**src/rtl/alu_pkg.sv**
```systemverilog
// Shared op-codes and FSM encoding for the multi-cycle ALU.
// No latency or backpressure of its own; constants only.
package alu_pkg;

  localparam logic [1:0] OP_ADD  = 2'b00;
  localparam logic [1:0] OP_SUB  = 2'b01;
  localparam logic [1:0] OP_MUL  = 2'b10;
  localparam logic [1:0] OP_PASS = 2'b11;

  // Two bits so that the unused codes exist and fall back to IDLE.
  typedef enum logic [1:0] {
    ST_IDLE = 2'd0,
    ST_MUL  = 2'd1
  } state_t;

endpackage

```
**src/rtl/alu_mc_mul.sv**
```systemverilog
// Shift-add multiplier datapath: one partial product per step, WIDTH steps.
// acc shows the post-step value so the caller can capture it on the last step; no backpressure.
module alu_mc_mul
  import alu_pkg::*;
#(
  parameter int WIDTH = 4,
  parameter int CNT_W = $clog2(WIDTH + 1)
) (
  input  logic                 clk,
  input  logic                 rst_n,
  input  logic                 load,
  input  logic                 step,
  input  logic [WIDTH-1:0]     a,
  input  logic [WIDTH-1:0]     b,
  output logic [2*WIDTH-1:0]   acc,
  output logic                 last
);

  logic [2*WIDTH-1:0] acc_q;
  logic [2*WIDTH-1:0] mcand;
  logic [WIDTH-1:0]   mplier;
  logic [CNT_W-1:0]   cnt;

  assign acc  = mplier[0] ? (acc_q + mcand) : acc_q;
  assign last = (cnt == CNT_W'(WIDTH - 1));

  always_ff @(posedge clk or negedge rst_n) begin
    if (!rst_n) begin
      acc_q  <= '0;
      mcand  <= '0;
      mplier <= '0;
      cnt    <= '0;
    end else if (load) begin
      acc_q  <= '0;
      mcand  <= {{WIDTH{1'b0}}, a};
      mplier <= b;
      cnt    <= '0;
    end else if (step) begin
      acc_q  <= acc;
      mcand  <= mcand << 1;
      mplier <= mplier >> 1;
      cnt    <= cnt + CNT_W'(1);
    end
  end

endmodule

```
**src/rtl/alu_mc.sv**
```systemverilog
// Multi-cycle ALU: ADD/SUB/PASS in 1 cycle, MUL in WIDTH+1 cycles via shift-add.
// busy high during MUL iterations; start while busy is dropped, no queueing.
module alu_mc
  import alu_pkg::*;
#(
  parameter int WIDTH = 4,
  parameter int CNT_W = $clog2(WIDTH + 1)
) (
  input  logic                 clk,
  input  logic                 rst_n,
  input  logic                 start,
  input  logic [1:0]           select,
  input  logic [WIDTH-1:0]     x,
  input  logic [WIDTH-1:0]     y,
  output logic                 busy,
  output logic                 done,
  output logic [2*WIDTH-1:0]   f
);

  state_t             state, state_nxt;
  logic [2*WIDTH-1:0] f_nxt;
  logic               done_nxt;
  logic               mul_load, mul_step, mul_last;
  logic [2*WIDTH-1:0] mul_acc;
  logic [2*WIDTH-1:0] xz, yz;

  assign xz   = {{WIDTH{1'b0}}, x};
  assign yz   = {{WIDTH{1'b0}}, y};
  assign busy = (state == ST_MUL);

  alu_mc_mul #(.WIDTH(WIDTH), .CNT_W(CNT_W)) u_mul (
    .clk   (clk),
    .rst_n (rst_n),
    .load  (mul_load),
    .step  (mul_step),
    .a     (x),
    .b     (y),
    .acc   (mul_acc),
    .last  (mul_last)
  );

  always_comb begin
    state_nxt = state;
    f_nxt     = f;
    done_nxt  = 1'b0;
    mul_load  = 1'b0;
    mul_step  = 1'b0;
    case (state)
      ST_IDLE: begin
        if (start) begin
          case (select)
            OP_ADD:  begin f_nxt = xz + yz; done_nxt = 1'b1; end
            OP_SUB:  begin f_nxt = xz - yz; done_nxt = 1'b1; end
            OP_PASS: begin f_nxt = xz;      done_nxt = 1'b1; end
            default: begin mul_load = 1'b1; state_nxt = ST_MUL; end
          endcase
        end
      end
      ST_MUL: begin
        mul_step = 1'b1;
        if (mul_last) begin
          f_nxt     = mul_acc;
          done_nxt  = 1'b1;
          state_nxt = ST_IDLE;
        end
      end
      default: state_nxt = ST_IDLE;
    endcase
  end

  always_ff @(posedge clk or negedge rst_n) begin
    if (!rst_n) begin
      state <= ST_IDLE;
      f     <= '0;
      done  <= 1'b0;
    end else begin
      state <= state_nxt;
      f     <= f_nxt;
      done  <= done_nxt;
    end
  end

endmodule
```
**config.mk**
```make
export PLATFORM = sky130hd
export DESIGN_NAME = alu_mc
export DESIGN_NICKNAME = d
export VERILOG_FILES = /design/src/rtl/alu_pkg.sv /design/src/rtl/alu_mc_mul.sv /design/src/rtl/alu_mc.sv
export SDC_FILE = /design/constraint.sdc
export NUM_CORES = 1
export LEC_CHECK = 0
export ABC_AREA = 1
export CORE_MARGIN = 2
export CORE_UTILIZATION = 50
export DETAILED_ROUTE_END_ITERATION = 8
export PLACE_DENSITY = 0.71
export SLEW_MARGIN = 20
export SYNTH_ARGS = -nofsm -noshare
export SYNTH_HDL_FRONTEND = slang
export SYNTH_SLANG_ARGS = --single-unit
```
**constraint.sdc**
```tcl
create_clock -name clk -period 1.8 [get_ports clk]
set_input_delay 0.27 -clock clk [delete_from_list [all_inputs] [get_ports clk]]
set_output_delay 0.27 -clock clk [all_outputs]
set_load 0.1 [all_outputs]
```
==> impl_results.md <==
- Unique cell type count in the Yosys netlist: 33
- Setup ws final: 0.1152 ns
- Die height: 69.47 um
- Post-synth ARST share: 1.000
- Final min period: 1.685 ns
- Synth Warn #: 0
- Final Setup Violations: 0
- Predominant post-synthesis flop cell: dfrtp_1
- Fin crit share: 0.9360
- I/O pins: 23
- Cells after DPL: 344
- Number of global-route vias before repair: 1859
- Fraction of layout cells with a size suffix above 1: 0.1947
- Outcome: complete, no violations
- Pwr Density: 1824 mW/mm^2
- Pre-CTS WS: -0.2433 ns
- Max Cap Violations: 0
- Slew @ Worst Pin: 0.4284 ns
- Leakage: 1.307 nW
- Commonest cells after routing, fill and taps aside: nand2_1 (49), inv_1 (39), dfrtp_1 (33)
- Clock Path Buffers: 2
- Post-route ant nets: 0
- Clock sink count: 33
- Cell area after synthesis: 0.002143 mm^2
- WP data arrival: 1.86 ns
- Nets: 335
- CP Max Fanout: 3
- First-pass GRT wire length: 8.500 mm
- Final Max Slew Viols: 0
- Initial DRC count: 90
- CP Capture Type: flip-flop
- Most common cell after layout, fill and taps aside: nand2_1
- Post-synth EDFFs: 0
- Hold crit path type: input pin to flip-flop
- Worst Clk Skew: 0.007704 ns
- Gr ovfl total: 0
- Setup CP Type: flip-flop to flip-flop
- Initial antenna violation count: 0
- Final Power: 0.004868 W
- DR pass1 iterations: 4
- WHS: 0.3313 ns
- # diodes: 0
- Clock-pin transition on the worst setup and hold timing paths: 0.07 ns
- Vias per inst: 5.329
- Routed WL per cell: 13.61 um
- Port buffer count: 22
- Via count: 1881
- Root buf cell: clkbuf_8
- Largest net degree at the start of global routing: 34
- Core area: 0.004058 mm^2
- Syn Area/Cell: 8.212 um^2
- Total CTS buffers: 5
- # rows: 23
- WL final: 4.803 mm
- Fillers: 355
- Synthesis-to-finish area growth: 24.52%
- Syn Inst Count: 261
- Initial Util: 0.5282
- Register area: 825.8 um^2
- Post-Route Setup TNS: 0 ns
- CTS tree: yes
- Die area: 0.004826 mm^2
- VDD IR max: 1.076 mV
- Setup crit start kind: flip-flop
- Post-Layout Cell Count: 353
- Synth Net Count: 294
- M1 WL: 2.221 mm
- WL met2: 2.277 mm
- Max Used Layer: met4
- Gr usage total: 0.2182
- Yosys reg bits: 33
- Hold Vio Cnt, Final: 0
- Multi-input logic area: 0.001129 mm^2
- DR DRC count: 0
- Register area share after synthesis: 0.3853
- H-tree levels: 2
- Placer congestion estimate: 0.9771
- Worst skew pair latency: 0.29 ns
- Worst EP required: 1.98 ns
- Met3 Wirelength: 191 um
- Die Width: 69.47 um
- Slew headroom: 0.7144
- DP HPWL: 3.635 mm
- Max frequency: 0.5935 GHz
==> critical path: stages (launching register included) <==
cell and delay, ns:
dfrtp_1 0.40, ha_2 0.20, fa_2 0.39, nand2_1 0.07, nand2_1 0.07, nand3b_1 0.11
nand3_2 0.09, o211ai_1 0.14, a21oi_1 0.10
==> stage by stage <==
stage | instance area [um^2] | util
after global routing | 2669 | 0.6577
after CTS | 2606 | 0.6423
after floorplan | 2143 | -
final | 2669 | 0.6577
after detailed placement | 2490 | 0.6136
after global placement | 2490 | 0.6136
==> synthesized netlist by cell type, types with 2 or more instances <==
master    instances  area [um^2]
a21oi_1          21        105.1
a31oi_1           3        18.77
buf_2             2        10.01
buf_6             4        45.04
dfrtp_1          33        825.8
fa_1              3        60.06
ha_1             17        212.7
inv_1            40        150.1
inv_2             3        11.26
nand2_1          49        183.9
nand2_2           2        12.51
nand3_1          19        95.09
nand3b_1          3        22.52
nor2_1           17        63.81
nor2_4            3        33.78
o21ai_0          13        65.06
o21ai_1           2        10.01
o221ai_1          7        61.31
o22ai_1           6        37.54
==> path summary, 6_finish.rpt <==
| path | start | endpoint | slack, ns | depth (start not counted) |
|---|---|---|---|---|
| min in group asynchronous | rst_n | f[0] | 0.38 | 2 |
| max reg2reg | u_mul.mcand[0] | f[4] | 0.12 | 8 |
| max | u_mul.mcand[0] | f[4] | 0.12 | 8 |
| min reg2reg | u_mul.cnt[0] | u_mul.cnt[0] | 0.49 | 1 |
| max in group asynchronous | rst_n | u_mul.acc_q[7] | 1.11 | 2 |
| min | y[0] | u_mul.mplier[0] | 0.33 | 3 |
==> where the power goes <==
| group | switching, W | internal [W] | total, W |
|---|---|---|---|
| clock | 0.000270 | 0.000451 | 0.000721 |
| combinational | 0.00192 | 0.000894 | 0.00281 |
| sequential | 0.000260 | 0.00108 | 0.00134 |
==> cell type report <==
| class | instances | area share |
|---|---|---|
| multi-input combinational | 176 | 0.4229 |
| clock buffer | 7 | 0.03235 |
| clock inverter | 1 | 0.01125 |
| tap | 50 | 0.02344 |
| sequential | 33 | 0.3094 |
| timing repair buffer | 42 | 0.1360 |
| inverter | 44 | 0.06470 |
==> cells by family after synthesis <==
family          Yosys count  synth area share
xor+xnor                  2          0.008174
simple gates             97            0.2067
fa+ha+maj                20            0.1273
compound gates           57            0.1611
flops                    33            0.3853
buf+inv                  52            0.1115
==> routing by layer <==
layer / global-route usage / vias to the layer above
met2: 0.3397 / 38
li1: - / 943
met3: 0.03488 / 10
met4: 0.07625 / 0
met1: 0.3093 / 890
met5: 0 / -
==> state kept, by name (all words and copies together) (netlist names) <==
| name | count |
|---|---|
| f | 8 |
| u_mul.acc_q | 8 |
| u_mul.mcand | 8 |
| u_mul.mplier | 4 |
| u_mul.cnt | 3 |
| done | 1 |
| state | 1 |
==> repair_timing <==
action	in CTS	in global routing
endpoints found under the setup margin	0	10
hold buffers	0	0
buffers inserted	0	1
resized for setup	0	16
(Power assumes the default switching activity.)
